### src/rtl/prog_counter_pkg.sv
// Shared operation encoding for the program counter and its return stack.
package prog_counter_pkg;

    localparam int unsigned OP_W = 3;

    typedef enum logic [OP_W-1:0] {
        OP_NEXT   = 3'd0,
        OP_JUMP   = 3'd1,
        OP_BRANCH = 3'd2,
        OP_CALL   = 3'd3,
        OP_RET    = 3'd4
    } op_e;

endpackage

### src/rtl/prog_counter_ret_stack.sv
// LIFO return-address stack; only the occupancy counter is reset, storage is not.
module ret_stack #(
    parameter  int unsigned WIDTH       = 8,
    parameter  int unsigned STACK_DEPTH = 4,
    localparam int unsigned DW          = $clog2(STACK_DEPTH + 1)
) (
    input  logic             CLK,
    input  logic             RESET,
    input  logic             push,
    input  logic             pop,
    input  logic [WIDTH-1:0] din,
    output logic [WIDTH-1:0] top_c,
    output logic [DW-1:0]    depth,
    output logic             full_c,
    output logic             empty_c
);

    localparam int unsigned AW = (STACK_DEPTH > 1) ? $clog2(STACK_DEPTH) : 1;

    logic [WIDTH-1:0] mem [STACK_DEPTH];
    logic [DW-1:0]    depth_d;
    logic [AW-1:0]    wr_idx;
    logic [AW-1:0]    rd_idx;

    assign full_c  = (depth == DW'(STACK_DEPTH));
    assign empty_c = (depth == '0);
    assign wr_idx  = AW'(depth);
    assign rd_idx  = AW'(depth - DW'(1));
    assign top_c   = mem[rd_idx];

    always_comb begin
        depth_d = depth;
        if (push && !full_c) begin
            depth_d = depth + DW'(1);
        end else if (pop && !empty_c) begin
            depth_d = depth - DW'(1);
        end
    end

    always_ff @(posedge CLK) begin
        if (RESET) begin
            depth <= '0;
        end else begin
            depth <= depth_d;
        end
    end

    // Storage write is suppressed during reset so a colliding push leaves no trace.
    always_ff @(posedge CLK) begin
        if (!RESET && push && !full_c) begin
            mem[wr_idx] <= din;
        end
    end

endmodule

### src/rtl/prog_counter.sv
// Program counter with NEXT/JUMP/BRANCH/CALL/RET.
// Return stack, DEPTH and STK_ERR are live only when PROG_COUNTER_STACK_EN is defined.
module prog_counter
    import prog_counter_pkg::*;
#(
    parameter  int unsigned      WIDTH       = 8,
    parameter  int unsigned      STACK_DEPTH = 4,
    parameter  logic [WIDTH-1:0] RESET_VEC   = '0,
    localparam int unsigned      DW          = $clog2(STACK_DEPTH + 1)
) (
    input  logic             CLK,
    input  logic             RESET,
    input  logic             EN,
    input  logic [OP_W-1:0]  OP,
    input  logic [WIDTH-1:0] TARGET,
    input  logic             COND,
    output logic [WIDTH-1:0] Y,
    output logic [DW-1:0]    DEPTH,
    output logic             STK_ERR
);

    op_e              op;
    logic [WIDTH-1:0] y_d;
    logic [WIDTH-1:0] y_inc;

    assign op    = op_e'(OP);
    assign y_inc = Y + WIDTH'(1);

`ifdef PROG_COUNTER_STACK_EN
    logic             push;
    logic             pop;
    logic             err_d;
    logic [WIDTH-1:0] top_c;
    logic             full_c;
    logic             empty_c;

    ret_stack #(
        .WIDTH       (WIDTH),
        .STACK_DEPTH (STACK_DEPTH)
    ) u_ret_stack (
        .CLK     (CLK),
        .RESET   (RESET),
        .push    (push),
        .pop     (pop),
        .din     (y_inc),
        .top_c   (top_c),
        .depth   (DEPTH),
        .full_c  (full_c),
        .empty_c (empty_c)
    );

    // Next PC and stack control; overflow/underflow only raise the sticky flag.
    always_comb begin
        y_d   = Y;
        err_d = STK_ERR;
        push  = 1'b0;
        pop   = 1'b0;
        if (EN) begin
            case (op)
                OP_NEXT:   y_d = y_inc;
                OP_JUMP:   y_d = TARGET;
                OP_BRANCH: y_d = COND ? (Y + TARGET) : y_inc;
                OP_CALL: begin
                    if (!full_c) begin
                        push = 1'b1;
                        y_d  = TARGET;
                    end else begin
                        err_d = 1'b1;
                    end
                end
                OP_RET: begin
                    if (!empty_c) begin
                        pop = 1'b1;
                        y_d = top_c;
                    end else begin
                        err_d = 1'b1;
                    end
                end
                default: y_d = Y;
            endcase
        end
    end

    always_ff @(posedge CLK) begin
        if (RESET) begin
            Y       <= RESET_VEC;
            STK_ERR <= 1'b0;
        end else begin
            Y       <= y_d;
            STK_ERR <= err_d;
        end
    end
`else
    assign DEPTH   = '0;
    assign STK_ERR = 1'b0;

    // Without a stack, CALL degenerates to JUMP and RET to NEXT.
    always_comb begin
        y_d = Y;
        if (EN) begin
            case (op)
                OP_NEXT:   y_d = y_inc;
                OP_JUMP:   y_d = TARGET;
                OP_BRANCH: y_d = COND ? (Y + TARGET) : y_inc;
                OP_CALL:   y_d = TARGET;
                OP_RET:    y_d = y_inc;
                default:   y_d = Y;
            endcase
        end
    end

    always_ff @(posedge CLK) begin
        if (RESET) begin
            Y <= RESET_VEC;
        end else begin
            Y <= y_d;
        end
    end
`endif

endmodule

### config.mk
export PLATFORM = sky130hd
export DESIGN_NAME = prog_counter
export DESIGN_NICKNAME = d
export VERILOG_FILES = /design/src/rtl/prog_counter_pkg.sv /design/src/rtl/prog_counter_ret_stack.sv /design/src/rtl/prog_counter.sv
export SDC_FILE = /design/constraint.sdc
export NUM_CORES = 1
export LEC_CHECK = 0
export ABC_CLOCK_PERIOD_IN_PS = 6600
export CAP_MARGIN = 20
export CORE_MARGIN = 8
export CORE_UTILIZATION = 51
export DETAILED_ROUTE_END_ITERATION = 12
export PLACE_DENSITY_LB_ADDON = 0.15
export SETUP_SLACK_MARGIN = 0.4
export SYNTH_ARGS = -nofsm -noshare
export SYNTH_HDL_FRONTEND = slang
export SYNTH_HIERARCHICAL = 1
export SYNTH_SLANG_ARGS = --single-unit
export TNS_END_PERCENT = 30
### constraint.sdc
create_clock -name CLK -period 6.6 [get_ports CLK]
set_clock_uncertainty 0.2 [all_clocks]
set_input_delay 0.66 -clock CLK [delete_from_list [all_inputs] [get_ports CLK]]
set_output_delay 0.66 -clock CLK [all_outputs]
set_load 0.03 [all_outputs]
* After elaboration in Yosys (flattened, before gate mapping)
Cells that the tools add are included.
** Storage, ports and cells
- Output and inout bits :: 12
- Logic and storage cells :: 14
- Input bits :: 15
- Bits in registers :: 8
** Operators by class
- Equality and inequality tests :: 4
- Reductions and logical operators :: 5
- $add $sub $neg :: 2
- Multiplexer cells :: 2
** Operators with widths (number)
- $pmux W8 S3 :: 1
- $add A8 B1 Y8 const B :: 1
- $add A8 B8 Y8 :: 1
- $mux W8 :: 1
- $eq A3 B2 Y1 const B :: 2
- $reduce_or A2 Y1 :: 2
- $eq A3 B1 Y1 const B :: 1
- $eq A3 B3 Y1 const B :: 1
- $logic_not A3 Y1 :: 1
- $reduce_bool A3 Y1 :: 1
- $reduce_and A2 Y1 :: 1

* Longest topological paths before layout
Gate-level depths: netlist (run 1).
- Word-level depth :: 4
- Mapped depth :: 8
- Mapped depth without buffers :: 8

* Least setup slack after synthesis (run 1)
No wires, ideal clock.
- Kind :: input to register
- Start :: in TARGET[0]
- End :: reg Y[6]
- Cell stages on the path :: 8
- Library setup time :: 91 ps
- Setup slack :: 4178 ps
- Arrival :: 2131 ps
- Buffers on the path :: 0
- Required time :: 6309 ps
- Path through :: ha_1 inv_1 fa_1 nor2b_4 o31a_1 o21a_1 or3_1 a311oi_1
** On the way
- Cells in the longest elaborated chain, start to end :: 3
** Ends and longest elaborated chain
- from (decl) :: line prog_counter.sv:15 : input logic [WIDTH-1:0] TARGET,
- $add A8 B8 Y8 :: line prog_counter.sv:104 : OP_BRANCH: y_d = COND ? (Y + TARGET) : y_inc;
- $mux W8 :: line prog_counter.sv:104
- $pmux W8 S3 :: line prog_counter.sv:101 : case (op)
- to (signal assigned) :: line prog_counter.sv:116 : Y <= y_d;
- to (decl) :: line prog_counter.sv:17 : output logic [WIDTH-1:0] Y,
No other way between the ends.
A chain may end at the register's enable or synchronous reset.

* Worst setup path in the final report (run 1)
Ends and elaborated chain as after synthesis.

==> results of run 1 <==
==> area by class of cell <==
type / instances / area (sq um) / share of cell area [%]
timing repair buffer: 22 / 220 / 18.0
tap: 27 / 33.8 / 2.77
sequential: 8 / 160 / 13.1
clock buffer: 3 / 22.5 / 1.84
inverter: 5 / 18.8 / 1.54
multi-input combinational: 116 / 766 / 62.7
==> cells in the final DEF (no fill, tap or decap), types with 4 or more instances in the layout <==
master,count
dfxtp_1,8
conb_1,4
a311oi_1,5
nor3_1,4
nor2_1,23
ha_1,8
inv_1,5
nand3_1,5
o21ai_0,7
nand2_1,9
xnor2_1,5
clkdlybuf4s50_1,22
a21oi_1,9
==> power groups by stage <==
stage | Sequential, W | Clock (W) | Combinational [W]
floorplan | 0.0000699 | 0 | 0.0000573
detailed placement | 0.0000629 | 0 | 0.0000943
global route | 0.0000628 | 0.0000436 | 0.000105
CTS | 0.0000618 | 0.0000393 | 0.0000948
finish | 0.0000617 | 0.0000381 | 0.0000947
global placement | 0.0000629 | 0 | 0.0000933
==> logic make-up after synthesis <==
group / after synthesis
adder cells (fa/ha/maj): 9
multiplexers: 2
AO/OA/AOI/OAI: 42
buffers and inverters: 13
flip-flops: 8
other: 1
AND/OR/NAND/NOR: 52
XOR/XNOR: 7
==> final timing paths <==
path           to  slack [ns]
min reg2reg  Y[6]        0.37
max          Y[6]        3.86
min          Y[6]        0.37
max reg2reg  Y[6]        4.28
==> tightest hold or removal path, cell delays in order (launching register included) <==
cell,delay [ns]
dfxtp_1,0.36
nor2_1,0.12
a311oi_1,0.05
==> Yosys cell counts (4+ instances only) <==
library cell and n:
nor2_1 23, a21oi_1 9, nand2_1 9, dfxtp_1 8
ha_1 8, o21ai_0 7, a311oi_1 5, inv_1 5
nand3_1 5, xnor2_1 5, buf_4 4, nor3_1 4
==> per-stage QoR <==
| stage | utilization (%) | power, W |
|---|---|---|
| finish | 64.9 | 0.000194 |
| global route | 64.9 | 0.000211 |
| CTS | 64.9 | 0.000196 |
| detailed placement | 63.7 | 0.000157 |
| global placement | 63.7 | 0.000156 |
| floorplan | - | 0.000127 |
==> routing by layer <==
metal	vias to the layer above	global-route usage, %	part of all wire [%]
met5	-	0	0
met4	0	7.48	1.5
met3	5	3.87	6.2
met2	40	28.6	49
met1	482	18.3	43
li1	532	-	-
==> impl_metrics.ini, run 1 <==
[logic_synthesis]
synth_warnings = 6
synth_fa_ha_area_share_pct = 12.2
syn_inst = 134
synth_top_flop_cell = dfxtp_1
synth_area_sq_um = 981
synth-simple-area-share_pct = 25.5
ys_async_sr_fraction_pct = 0
yosysUniqueCellTypes = 42
synth_edf_count = 0
synth_area_per_cell_sq_um = 7.32
synth_seq_cells = 8
synth-seq-area-share_pct = 16.3
yosys.area.top_type_share_pct = 16.3
synth-xor-area-share_pct = 6.25
synth_mux_area_share_pct = 2.17
netlist_top_cells_area = dfxtp_1 16%, ha_1 10%, nor2_1 8.8%
synth_top_family_by_area = compound AO/OA/AOI/OAI gates
synth_compound_area_share_pct = 30.4
synth_area_leader_cell = dfxtp_1

[timing]
worst_slew_pin_slew_ns = 0.787
max_slew_margin_pct = 47.4
fin_hold_ws_ns = 0.375
setup_tns_ns = 0
setup_slack_ns = 3.86
min_period_ns = 2.74
fmax_ghz = 0.365
rsz0062_at_grt = false
hold_viol_final = 0
setup_viol = 0
timing.final.crit_share_pct = 41.5
final_max_slew_viol_count = 0

[cts]
cts_max_path_buffers = 2
clock_sinks = 8
hold_buffers = 0
root_buffer = clkbuf_4
htreeDepth = 1
cts_buffers = 3
clkLatencyLatePin_ns = 0.25
cts_resized = 0
cts_tree = built
cts_setup_buffers = 0
clk_pin_slew_ns = 0.05

[global_routing]
grt_usage_pct = 16.5
grt_pass1_wl_um = 4620
grt_pass1_vias = 1070
grt-ovfl-total = 0
grt_max_degree = 15
antenna_found_initial = 0

[status]
status = completed

[cells_and_area]
drive_gt1_share_pct = 4.55
largest_reg_flops = 8
area_growth_pct = 24.5
diodes = 0
final_nets = 180
fill_cells = 195
reg.largest.list = Y (8)
final_cells = 181
top_register = Y
fin_area_sq_um = 1220

[placed_design]
placed_cells_incl_taps = 178
preCtsSetupSlack_ns = 3.60
place_area_sq_um = 1200
port_buffers = 22
dpl.hpwl_um = 2140
gp_congestion = 0.903

[drt]
drc = 0
vias_per_cell = 5.85
wl_per_cell_um = 14.7
via_count = 1059
firstDrtPassIters = 6
routed_wl_um = 2660
ant_nets = 0
drtIter0Drc = 35

[critical_path]
worst-path-max-fanout = 3
crit_family = compound AO/OA/AOI/OAI gates
worstSetupStartpoint = TARGET[0]
path_depth = 9
path_buf_inv = 2
r2r_cells = 8
critPathCaptureType = flop
worstReg2RegStart = Y[0]
crit_required_ns = 6.57
crit_path_cell_trace = clkdlybuf4s50_1 -> ha_1 -> inv_1 -> fa_1 -> nor2b_4 -> o31a_1 -> o21a_1 -> or3_1 -> a311oi_1
critPathLaunchType = primary input
worstSetupPathType = primary input to flop
crit_slowest_cell = clkdlybuf4s50_1
max_stage_delay_ns = 0.42
cp.arrival_ns = 2.70

[floorplan]
num_rows = 16
die_x_um = 59.9
die_y_um = 59.9
initial_core_util_pct = 52.1
io_pins = 27
die_area_sq_um = 3580
core_sq_um = 1880

[hold_path]
holdPathStages = 2
hold_path_startpoint = Y[6]
hold_path_class = flop to flop

[pwr]
irDropWorstVdd_mv = 0.141
power_density_nw_per_um2 = 159
internal_power_w = 0.000118
p_seq_share_pct = 31.7
swShare_pct = 39.5
pwr-share-comb_pct = 48.7
switching_power_w = 0.0000769
power.leakage_nw = 0.478
clkPwrFrac_pct = 19.6

[run]
cap_violations = 0
Power figures use the tool's default switching activity.
==> run 2: changes to the inputs <==
--- a/config.mk
+++ b/config.mk
@@ -5,10 +5,10 @@
 export SDC_FILE = /design/constraint.sdc
 export NUM_CORES = 1
 export LEC_CHECK = 0
-export ABC_CLOCK_PERIOD_IN_PS = 6600
+export ABC_CLOCK_PERIOD_IN_PS = 2400
 export CAP_MARGIN = 20
 export CORE_MARGIN = 8
-export CORE_UTILIZATION = 51
+export CORE_UTILIZATION = 43
 export DETAILED_ROUTE_END_ITERATION = 12
 export PLACE_DENSITY_LB_ADDON = 0.15
 export SETUP_SLACK_MARGIN = 0.4
==> constraint.sdc (replaced) <==
create_clock -name CLK -period 2.4 [get_ports CLK]
set_clock_uncertainty 0.2 [all_clocks]
set_input_delay 0.24 -clock CLK [delete_from_list [all_inputs] [get_ports CLK]]
set_output_delay 0.24 -clock CLK [all_outputs]
set_load 0.03 [all_outputs]
==> run 2 against run 1 <==
  * Die area increased by 13%
  * Routed wire length increased by 8.4%
  * Core utilization decreased by 4.0 points
  * Critical path depth decreased by 1
  * Clock-buffer cell count unchanged
  * Sequential power increased to 2.8 times the previous value
  * Combinational power increased to 3.0 times the previous value
  * Hold slack got worse by 0.017 ns
  * Global-route usage decreased by 2.3 points
  * Setup slack got worse by 3.6 ns
  * Non-clock buffer count increased by 10
==> impl_metrics.ini, run 2 (same netlist as run 1, synthesis figures left out) <==
[cells_and_area]
fill_cells = 205
fin_area_sq_um = 1330
final_common_cell = nor2_1
top_register = Y
layout.area.seq_sq_um = 171
diodes = 0
multi_input_area_sq_um = 793
reg.largest.list = Y (8)
final_cell_mix = 23 x nor2_1, 20 x clkdlybuf4s50_1, 10 x buf_4
final_nets = 190
area_growth_pct = 36.0
largest_reg_flops = 8
drive_gt1_share_pct = 15.9
final_cells = 192

[pwr]
switching_power_w = 0.000221
power.leakage_nw = 0.532
clkPwrFrac_pct = 18.9
p_seq_share_pct = 30.3
power_density_nw_per_um2 = 423
pwr-share-comb_pct = 50.8
swShare_pct = 39.2
irDropWorstVdd_mv = 0.341
internal_power_w = 0.000342

[drt]
ant_nets = 0
wl_per_cell_um = 15.0
drc = 0
drtIter0Drc = 21
via_count = 1083
routed_wl_um = 2880
firstDrtPassIters = 5
vias_per_cell = 5.64

[timing]
fmax_ghz = 0.473
setup_slack_ns = 0.288
setup_viol = 0
hold_viol_final = 0
rsz0062_at_grt = true
final_max_slew_viol_count = 0
min_period_ns = 2.11
timing.final.crit_share_pct = 88.0

[cts]
hold_buffers = 0
clk_pin_slew_ns = 0.06
cts_tree = built
cts_max_path_buffers = 2
htreeDepth = 1
clkLatencyLatePin_ns = 0.26
cts_buffers = 3
clock_sinks = 8
root_buffer = clkbuf_4

[placed_design]
dpl.hpwl_um = 2340
port_buffers = 22
gp_congestion = 0.853
place_area_sq_um = 1290
placed_cells_incl_taps = 188
preCtsSetupSlack_ns = -0.137

[critical_path]
crit_required_ns = 2.37
cp.arrival_ns = 2.08
worst-path-max-fanout = 3
worstSetupPathType = flop to flop
critPathCaptureType = flop
critPathLaunchType = flop

[floorplan]
die_y_um = 63.8
die_area_sq_um = 4070
die_x_um = 63.8
num_rows = 17
core_sq_um = 2190
initial_core_util_pct = 44.8
io_pins = 27

[global_routing]
grt_pass1_wl_um = 4800
grt_max_degree = 14
grt_usage_pct = 14.2
grt_pass1_vias = 1074
grt-ovfl-total = 0
antenna_found_initial = 0

[run]
cap_violations = 0

[status]
status = completed

[hold_path]
hold_path_class = flop to flop
run 2: cell types whose count changed in the layout (fill, tap and decap cells not counted), sizes merged:
cell           previous run  this run
buf                       0        10
dlygate4sd2               0         2
clkdlybuf4s50            22        20
run 2: worst max-delay path, cell delays in order, from the launching register on:
cell      delay [ns]
dfxtp_4         0.35
ha_4            0.16
inv_2           0.05
fa_2            0.22
nor2b_4         0.05
o31a_1          0.25
o21a_1          0.17
or3_1           0.34
a311oi_1        0.24
run 2: final cells by class:
cell class                      count  area share (%)
Inverter                            5            1.41
Timing Repair Buffer               32            22.0
Tap cell                           28            2.63
Sequential cell                     8            12.9
Multi-Input combinational cell    116            59.5
Clock buffer                        3            1.69
run 2: through the flow:
stage,hold slack [ns],TNS (ns),util [%],power [W]
final,0.358,0,60.9,0.000564
after global routing,0.389,0,60.9,0.000608
after global placement,0.337,-0.0992,59.0,0.000449
after floorplan,0.192,0,-,0.000353
after detailed placement,0.343,-0.167,59.0,0.000455
after CTS,0.352,0,60.8,0.000568
run 2: power groups by stage:
stage | Sequential, W | Combinational (W) | Clock, W
floorplan | 0.000193 | 0.000159 | 0
global placement | 0.000174 | 0.000275 | 0
detailed placement | 0.000175 | 0.000280 | 0
CTS | 0.000170 | 0.000287 | 0.000111
global route | 0.000173 | 0.000315 | 0.000120
finish | 0.000171 | 0.000286 | 0.000107
run 2: what timing repair did:
action / CTS / global route
resized for setup: 3 / 1
gates cloned: 0 / 0
endpoints found under the setup margin: 5 / 5
buffers inserted: 1 / 0
pin swaps: 2 / 0
run 2: final timing paths:
path / slack, ns / cells after the start / endpoint / startpoint
worst max-delay path: 0.29 / 8 / Y[6] / Y[0]
worst min-delay path: 0.36 / 2 / Y[1] / Y[1]
worst max register to register: 0.29 / 8 / Y[6] / Y[0]
worst min register to register: 0.36 / 2 / Y[1] / Y[1]
run 2: per-layer routing:
layer	GRT usage (%)	vias up	part of all wire (%)
li1	-	547	-
met1	15.6	502	43
met5	0	-	0
met3	3.66	2	5.3
met2	26.4	32	51
met4	3.34	0	0.66
==> run 3: changes to the inputs <==
--- a/config.mk
+++ b/config.mk
@@ -12,6 +12,7 @@
 export DETAILED_ROUTE_END_ITERATION = 12
 export PLACE_DENSITY_LB_ADDON = 0.15
 export SETUP_SLACK_MARGIN = 0.4
+export SKIP_LAST_GASP = 1
 export SYNTH_ARGS = -nofsm -noshare
 export SYNTH_HDL_FRONTEND = slang
 export SYNTH_HIERARCHICAL = 1
==> results of run 3 <==
Final layout, timing and power as in run 2 (identical DEF).
